### config.mk
export PLATFORM = sky130hd
export DESIGN_NAME = video_render
export DESIGN_NICKNAME = d
export VERILOG_FILES = /design/src/rtl/video_render_pkg.sv /design/src/rtl/video_render_zx_attr_decode.sv /design/src/rtl/video_render.sv
export SDC_FILE = /design/constraint.sdc
export NUM_CORES = 1
export LEC_CHECK = 0
export ABC_AREA = 1
export BUFFER_PORTS_ARGS = -buffer_cell sky130_fd_sc_hd__buf_2
export CORE_UTILIZATION = 45
export DETAILED_ROUTE_END_ITERATION = 10
export PLACE_DENSITY = 0.66
export SYNTH_ARGS = -nofsm -noshare
export SYNTH_HDL_FRONTEND = slang
export SYNTH_SLANG_ARGS = --single-unit
### constraint.sdc
create_clock -name clk -period 3.5 [get_ports clk]
set_input_delay 0.7 -clock clk [delete_from_list [all_inputs] [get_ports clk]]
set_output_delay 0.7 -clock clk [all_outputs]
set_load 0.02 [all_outputs]
### src/rtl/video_render_pkg.sv
// rtl/video_render_pkg.sv - shared constants and helpers for the pixel renderer
package video_render_pkg;

  localparam logic [1:0] MODE_ZX    = 2'd0;
  localparam logic [1:0] MODE_P16   = 2'd1;
  localparam logic [1:0] MODE_HIRES = 2'd2;

  localparam int GRP_LEN_7  = 16;
  localparam int GRP_LEN_14 = 32;

  localparam int ATTR_INK_LSB   = 0;
  localparam int ATTR_PAPER_LSB = 3;
  localparam int ATTR_BRIGHT    = 6;
  localparam int ATTR_FLASH     = 7;

  // The reserved encoding renders as ZX.
  function automatic logic [1:0] norm_mode(input logic [1:0] m);
    return (m == 2'd3) ? MODE_ZX : m;
  endfunction

endpackage

### src/rtl/video_render_zx_attr_decode.sv
// rtl/video_render_zx_attr_decode.sv - ZX-style attribute decode shared by ZX and HIRES
module zx_attr_decode
  import video_render_pkg::*;
(
  input  logic [7:0] attr,
  input  logic       pix_bit,
  input  logic       flash,
  output logic [3:0] colour
);

  logic [2:0] ink;
  logic [2:0] paper;
  logic       swap;
  logic       use_ink;

  always_comb begin
    ink     = attr[ATTR_INK_LSB +: 3];
    paper   = attr[ATTR_PAPER_LSB +: 3];
    swap    = attr[ATTR_FLASH] & flash;
    use_ink = pix_bit ^ swap;
    colour  = {attr[ATTR_BRIGHT], use_ink ? ink : paper};
  end

endmodule

### src/rtl/video_render.sv
// rtl/video_render.sv - serialises fetched 64-bit groups into per-pixel palette indices
module video_render
  import video_render_pkg::*;
(
  input  logic        clk,
  input  logic        rst,
  input  logic        fetch_sync,
  input  logic [63:0] pic_bits,
  input  logic        stb7,
  input  logic        stb14,
  input  logic [1:0]  mode,
  input  logic        flash,
  input  logic        pix_win,
  input  logic [3:0]  border,
  output logic [3:0]  colour,
  output logic        underrun
);

  logic        fetch_sync_d;
  logic        ld_pend;
  logic        grp_done;
  logic        loaded_once;
  logic [1:0]  cur_mode;
  logic [4:0]  pix_cnt;
  logic [63:0] pix_buf;

  logic [1:0]  new_mode;
  logic        strb_new;
  logic        strb_cur;
  logic        load;
  logic        advance;
  logic        starve;
  logic [4:0]  last_idx;

  logic [63:0] sel_buf;
  logic [1:0]  sel_mode;
  logic [4:0]  sel_p;
  logic [2:0]  bm_idx;
  logic [2:0]  at_idx;
  logic [7:0]  bm_byte;
  logic [7:0]  at_byte;
  logic [7:0]  p16_byte;
  logic [3:0]  p16_nib;
  logic        pix_bit;
  logic [3:0]  zx_colour;
  logic [3:0]  next_pix;

  // The loading strobe follows the incoming mode; strobes within a group follow the captured one.
  always_comb begin
    new_mode = norm_mode(mode);
    strb_new = (new_mode == MODE_HIRES) ? stb14 : stb7;
    strb_cur = (cur_mode == MODE_HIRES) ? stb14 : stb7;
    load     = strb_new & (ld_pend | fetch_sync_d);
    last_idx = (cur_mode == MODE_HIRES) ? 5'(GRP_LEN_14 - 1) : 5'(GRP_LEN_7 - 1);
    advance  = strb_cur & ~load & ~grp_done & (pix_cnt != last_idx);
    starve   = strb_cur & ~load & ~advance;
  end

  always_comb begin
    sel_buf  = load ? pic_bits : pix_buf;
    sel_mode = load ? new_mode : cur_mode;
    sel_p    = load ? 5'd0 : pix_cnt + 5'd1;
    if (sel_mode == MODE_HIRES) begin
      bm_idx = {1'b0, sel_p[4:3]};
      at_idx = {1'b1, sel_p[4:3]};
    end else begin
      bm_idx = {2'b00, sel_p[3]};
      at_idx = {2'b01, sel_p[3]};
    end
    bm_byte  = sel_buf[{bm_idx, 3'b000} +: 8];
    at_byte  = sel_buf[{at_idx, 3'b000} +: 8];
    pix_bit  = bm_byte[~sel_p[2:0]];
    p16_byte = sel_buf[{sel_p[3:1], 3'b000} +: 8];
    p16_nib  = sel_p[0] ? p16_byte[3:0] : p16_byte[7:4];
    next_pix = (sel_mode == MODE_P16) ? p16_nib : zx_colour;
  end

  zx_attr_decode u_attr (
    .attr    (at_byte),
    .pix_bit (pix_bit),
    .flash   (flash),
    .colour  (zx_colour)
  );

  always_ff @(posedge clk or posedge rst) begin
    if (rst) begin
      fetch_sync_d <= 1'b0;
      ld_pend      <= 1'b0;
      grp_done     <= 1'b1;
      loaded_once  <= 1'b0;
      cur_mode     <= MODE_ZX;
      pix_cnt      <= 5'd0;
      pix_buf      <= 64'd0;
      colour       <= 4'd0;
      underrun     <= 1'b0;
    end else begin
      fetch_sync_d <= fetch_sync;
      underrun     <= 1'b0;
      // A fresh fetch always re-arms the load, so newer data replaces any unconsumed group.
      if (fetch_sync)
        ld_pend <= 1'b1;
      else if (load)
        ld_pend <= 1'b0;

      if (load) begin
        pix_buf     <= pic_bits;
        cur_mode    <= new_mode;
        pix_cnt     <= 5'd0;
        grp_done    <= 1'b0;
        loaded_once <= 1'b1;
        colour      <= pix_win ? next_pix : border;
      end else if (advance) begin
        pix_cnt <= pix_cnt + 5'd1;
        colour  <= pix_win ? next_pix : border;
      end else if (starve) begin
        grp_done <= 1'b1;
        colour   <= pix_win ? 4'd0 : border;
        underrun <= loaded_once;
      end
    end
  end

endmodule

# ---- Word-level counts from Yosys, hierarchy flattened
# Cells that the tools add are included.
dict set report totals {
  reg_bits 80
  latchBits 0
  ramBits 0
  romBits 0
  out_inout_bits 5
  word_cells 67
  mem_count 0
}
dict set report classes {
  add_sub_neg 1
  n_mul 0
  div_mod_pow 0
  magnitude_cmp 1
  n_eq_ne 7
  shift 3
  mux 29
  bitwise_logic 12
  reduce_logical 5
}
# cell count
set op_table {}
lappend op_table {{$shiftx A64 B7 Y8} 3}
lappend op_table {{$mux W64} 1}
lappend op_table {{$mux W4} 7}
lappend op_table {{$mux W5} 4}
lappend op_table {{$mux W1} 11}
lappend op_table {{$eq A2 B2 Y1 const B} 4}
lappend op_table {{$and A1 B1 Y1} 6}
lappend op_table {{$mux W2} 3}
lappend op_table {{$mux W3} 2}
lappend op_table {{$reduce_bool A2 Y1} 3}
lappend op_table {{$add A5 B1 Y5 const B} 1}
lappend op_table {{$ne A5 B5 Y1} 1}
lappend op_table {{$lt A3 B4 Y1 const B} 1}
lappend op_table {{$bmux W1 S3} 1}
lappend op_table {{$not A1 Y1} 3}
lappend op_table {{$not A3 Y3} 1}
lappend op_table {{$reduce_bool A3 Y1} 1}
lappend op_table {{$eq A2 B1 Y1 const B} 1}
lappend op_table {{$ne A2 B2 Y1 const B} 1}
lappend op_table {{$reduce_and A2 Y1} 1}
lappend op_table {{$or A1 B1 Y1} 1}
lappend op_table {{$xor A1 B1 Y1} 1}

# ---- Longest topological paths before layout
dict set report depth {
  depth_word 17
  mapped_depth 20
  ltp_nobuf 19
}

# ---- By module
# From an unflattened synthesis, not the netlist that was laid out.
dict set report hier_totals {
  cells_unflattened 694
  hier_area_um2 4908.5
}
# module instances cells_each area_each_um2 seq_area_each_um2
set modules_own_cells {}
lappend modules_own_cells {video_render 1 679 4833.4 2003.2}
lappend modules_own_cells {zx_attr_decode 1 15 75.1 0.0}

# ---- Worst setup path after synthesis
# Ideal clock, no wire load.
dict set report synth_path {
  path_kind {input to register}
  startpoint {in mode[0]}
  endpoint {reg colour[1]}
  arrival_time_ns 2.349
  required_ns 3.378
  slack_ns 1.030
  stages 17
  cell_sequence {inv_1 -> nand2_1 -> nand2_1 -> nand3_4 -> buf_8 -> buf_4 -> or2_2 -> o21ai_1 -> inv_1 -> nor2_1 -> o22ai_1 -> o211ai_1 -> nand3_1 -> nand2_1 -> inv_1 -> nand2_1 -> a21oi_2}
}
dict set report synth_via {
  elab_cells_between_ends 33
}
# element line
set synth_rtl {}
lappend synth_rtl {{start, declared} video_render.sv:11} ;# input logic [1:0] mode,
lappend synth_rtl {{$eq A2 B2 Y1} video_render_pkg.sv:18} ;# return (m == 2'd3) ? MODE_ZX : m;
lappend synth_rtl {{$mux W2 *} video_render_pkg.sv:18}
lappend synth_rtl {{$eq A2 B2 Y1 *} video_render.sv:51} ;# strb_new = (new_mode == MODE_HIRES) ? stb14 : stb7;
lappend synth_rtl {{$mux W1 *} video_render.sv:51}
lappend synth_rtl {{$and A1 B1 Y1 *} video_render.sv:53} ;# load = strb_new & (ld_pend | fetch_sync_d);
lappend synth_rtl {{$mux W64 *} n/a}
lappend synth_rtl {{via sel_buf[53]} video_render.sv:35} ;# logic [63:0] sel_buf;
lappend synth_rtl {{$shiftx A64 B7 Y8} video_render.sv:70} ;# bm_byte = sel_buf[{bm_idx, 3'b000} +: 8];
lappend synth_rtl {{$bmux W1 S3} video_render.sv:72} ;# pix_bit = bm_byte[~sel_p[2:0]];
lappend synth_rtl {{$mux W1 (implied by the code)} video_render.sv:72}
lappend synth_rtl {{$xor A1 B1 Y1} video_render_zx_attr_decode.sv:20} ;# use_ink = pix_bit ^ swap;
lappend synth_rtl {{$mux W3} video_render_zx_attr_decode.sv:21} ;# colour = {attr[ATTR_BRIGHT], use_ink ? ink : paper};
lappend synth_rtl {{$mux W4 *} video_render.sv:75} ;# next_pix = (sel_mode == MODE_P16) ? p16_nib : zx_colour;
lappend synth_rtl {{$mux W4 *} {video_render.sv:111, video_render.sv:114}}
lappend synth_rtl {{$mux W4} video_render.sv:112} ;# end else if (advance) begin
lappend synth_rtl {{$mux W4 *} video_render.sv:105} ;# if (load) begin
lappend synth_rtl {{end signal, assigned} video_render.sv:111} ;# colour <= pix_win ? next_pix : border;
lappend synth_rtl {{end signal, assigned} video_render.sv:114} ;# colour <= pix_win ? next_pix : border;
lappend synth_rtl {{end signal, assigned} video_render.sv:117} ;# colour <= pix_win ? 4'd0 : border;
lappend synth_rtl {{end, declared} video_render.sv:15} ;# output logic [3:0] colour,
# Mark *: on every way through the listed nets, which the timed path passes. The rest lies on a longest branch. The select of a mux whose other input is x is not followed.
# A chain may end at the register's enable or synchronous reset.

# ---- Final worst setup path
dict set report layout_path {
  startpoint {in mode[0]}
  endpoint {reg colour[0]}
}
dict set report layout_via {
  elab_chain_cells 17
  elab_cells_between_ends 33
}
# element line
set layout_lines {}
lappend layout_lines {{$eq A2 B2 Y1} video_render_pkg.sv:18}
lappend layout_lines {{$mux W2 *} video_render_pkg.sv:18}
lappend layout_lines {{$eq A2 B2 Y1} video_render.sv:51}
lappend layout_lines {{$mux W1} video_render.sv:51}
lappend layout_lines {{$and A1 B1 Y1} video_render.sv:53}
lappend layout_lines {{$mux W2} n/a}
lappend layout_lines {{$eq A2 B2 Y1} video_render.sv:63} ;# if (sel_mode == MODE_HIRES) begin
lappend layout_lines {{$mux W2} video_render.sv:63}
lappend layout_lines {{$shiftx A64 B7 Y8} video_render.sv:70}
lappend layout_lines {{$bmux W1 S3} video_render.sv:72}
lappend layout_lines {{$mux W1 (implied by the code)} video_render.sv:72}
lappend layout_lines {{$xor A1 B1 Y1} video_render_zx_attr_decode.sv:20}
lappend layout_lines {{$mux W3} video_render_zx_attr_decode.sv:21}
lappend layout_lines {{$mux W4} video_render.sv:75}
lappend layout_lines {{$mux W4} {video_render.sv:111, video_render.sv:114}}
lappend layout_lines {{$mux W4} video_render.sv:112}
lappend layout_lines {{$mux W4} video_render.sv:105}
# Mark *: on every way between the ends. The rest lies on a longest branch, timed or not. The select of a mux whose other input is x is not followed.

==> results.ini <==
[place]
portBuffers = 81
dpl-instance-area_um2 = 5438
dpl.hpwl_mm = 10.44
routabilityCongestion = 0.8743

[clock_tree]
clk_pin_slew_ns = 0.08
cts-resized-gates = 0
root_buffer = clkbuf_8
clock_latency_ns = 0.36
cts_sinks = 80
numCtsBuffers = 9
cts_buffer_depth = 2
cts_setup_buffers = 0
cts-hold-fix-buffers = 0
h-tree-depth = 3
tritoncts = built

[synth]
async_reset_ff_frac = 1.000
ys_types = 43
ys_seq_area_frac = 0.4061
avgSynthCellArea_um2 = 7.076
synth_area_leaders = dfrtp_1 40%, nand2_1 17%, nand3_1 7.9%
syn_inst = 697
synthFlopType = dfrtp_1
yosysWarnings = 0
syn-num-nets = 775
syn_area_um2 = 4932
synth_top_area_cell = dfrtp_1
synth-seq-cells = 80
yosys.area.top_type_share = 0.4008
synth-edff-count = 0

[floorplanning]
dieArea_um2 = 11380
die_h_um = 106.7
core_area_um2 = 10460
dieWidth_um = 106.7
initial_core_util = 0.4714
io_pins = 82
rows = 37

[global_routing]
grtUsageTotal = 0.2682
antenna_found_initial = 0
overflow = 0
grt_max_degree = 49
grt_pass1_vias = 4666
grt_pass1_wl_mm = 23.43

[min_path]
holdCritPathClass = in2reg

[drt]
dr.pass1.iters = 5
drt_iter0_drc = 301
wl_mm = 14.44
ant_nets = 0
drc = 0
avgViaCountPerCell = 5.322
drt-wirelength-per-cell_um = 15.90
dr_total_vias = 4832

[critical_path]
reg2reg_slack_ns = 0.68
cp_data_arrival_time_ns = 3.17
startpoint_type = primary input
cpPeakStageDelay_ns = 0.42
startpoint = mode[0]
crit_path_max_fanout = 17
regToRegEndpoint = colour[2]
critPathRequiredTime_ns = 3.75
cp_common_cell = nand2_1
worst-r2r-cell-count = 16
cp_cell_sequence = buf_2 -> inv_1 -> nand2_1 -> nand2_1 -> nand3_4 -> inv_2 -> nor2_4 -> inv_1 -> nand3_1 -> nand2_1 -> nand2_1 -> nand3_1 -> nand3_2 -> nand2_1 -> nand2_1 -> nand3_1 -> nand3_1 -> nand2_1 -> a21oi_2
crit_slowest_cell = inv_2
crit_end = colour[0]
r2r-start = ld_pend
cp-end-kind = flop
worst-setup-path-type = in2reg

[timing]
clock_skew_ns = 0.006922
hold_violations = 0
period_share = 0.8333
slew_headroom = 0.4512
setup_tns_ns = 0
rsz0062_at_grt = false
hold_ws_ns = 0.4554
finalSetupViolations = 0
final.min_clock_period_ns = 2.917
fmax_mhz = 342.9
worst_pin_slew_ns = 0.8220
finalMaxSlewViolations = 0

[power_and_ir_drop]
leakagePower_nw = 2.991
peakVddDrop_mv = 0.2533
power_density_nw_per_um2 = 521.1

[finish]
drive_gt1_frac = 0.1801
finalInstanceArea_um2 = 5590
area_growth_pct = 13.34
seqCellArea_um2 = 2003
nets = 845
multi_input_area_um2 = 2412
fill_cells = 1056
insertedDiodeCount = 0

[run]
drv_cap = 0

[status]
status = finished, final reports clean

## state kept, by name (all words and copies together) (netlist names)
register,flops
loaded_once,1
fetch_sync_d,1
cur_mode,2
pix_buf,64
underrun,1
pix_cnt,5
colour,4
ld_pend,1
grp_done,1
## metrics by stage
step / total power, W / setup slack, ns / utilization / std cells
5_1_grt: 0.003114 / 0.2762 / 0.5343 / 908
2_1_floorplan: 0.001978 / 0.7499 / - / 697
3_3_place_gp: 0.002308 / 0.3743 / 0.5197 / 892
3_5_place_dp: 0.002322 / 0.2441 / 0.5197 / 892
4_1_cts: 0.002914 / 0.6300 / 0.5343 / 908
6_report: 0.002913 / 0.5835 / 0.5343 / 908
## routing by layer
layer  wire length, µm  part of all wire  vias to the layer above  GRT usage
met5                 0                 0                        -          0
met1              6816              0.47                     2270     0.3715
li1                  -                 -                     2387          -
met4               308             0.021                        0     0.1027
met3               654             0.045                       21    0.03222
met2              6657              0.46                      154     0.4290
## where the power goes
group / switching, W / internal, W / leakage (nW)
logic: 0.000792 / 0.000389 / 1.97
registers: 0.0000745 / 0.00106 / 0.944
clock network: 0.000336 / 0.000258 / 0.0784
total: 0.00120 / 0.00171 / 2.99
## logic make-up after synthesis
family,after synthesis,synth area share
AO/OA/AOI/OAI,125,0.1456
XOR/XNOR,1,0.001776
adder cells (fa/ha/maj),1,0.002536
buffers and inverters,119,0.1055
flip-flops,80,0.4061
AND/OR/NAND/NOR,371,0.3384
## how the worst min path moves through the flow
stage                start           end  slack (ns)  depth (start not counted)
2_1_floorplan  loaded_once   loaded_once        0.42                          2
6_report        fetch_sync  fetch_sync_d        0.46                          1
4_1_cts         fetch_sync  fetch_sync_d        0.45                          1
5_1_grt         fetch_sync  fetch_sync_d        0.46                          1
3_5_place_dp   loaded_once   loaded_once        0.44                          2
3_3_place_gp   loaded_once   loaded_once        0.44                          2
## critical path, delay by kind of cell
family	cells	cell delay, ns
compound gates	1	0.05
buf+inv	4	0.91
simple gates	14	1.49
## synthesized netlist by cell type, drive strengths merged, types with 2 or more instances
cell type and count:
o21ai 73, a211oi 3, o22ai 3, nand2 224, o211ai 7, nand3 81
a21oi 25, clkbuf 10, nand3b 10, or2 10, dfrtp 79, buf 26
inv 82, nor2 40, and2 3, a31oi 2, nand4 2, o221ai 7
## layout by cell type, fill, tap and decap left out, types with 3 or more instances in the layout
cell type and count:
dfrtp_1 79, nand2_4 3, buf_4 12, a21oi_1 21, a211oi_1 3, inv_1 79, clkbuf_1 5, and2_1 3
o211ai_1 7, clkbuf_8 9, o21ai_1 3, buf_2 81, a21oi_2 4, nand2_1 219, nand3b_1 10, inv_2 3
o22ai_1 3, o21ai_0 68, or2_2 9, nand3_1 78, nor2_1 36, o221ai_1 7
## area by class of cell
class	count	share of cell area
well taps	136	0.03044
inverters	83	0.05662
flip-flops and latches	80	0.3583
multi-input cells	498	0.4315
clock buffers	14	0.02551
clock inverters	2	0.001791
repair buffers	95	0.09579
Power figures use the tool's default switching activity.
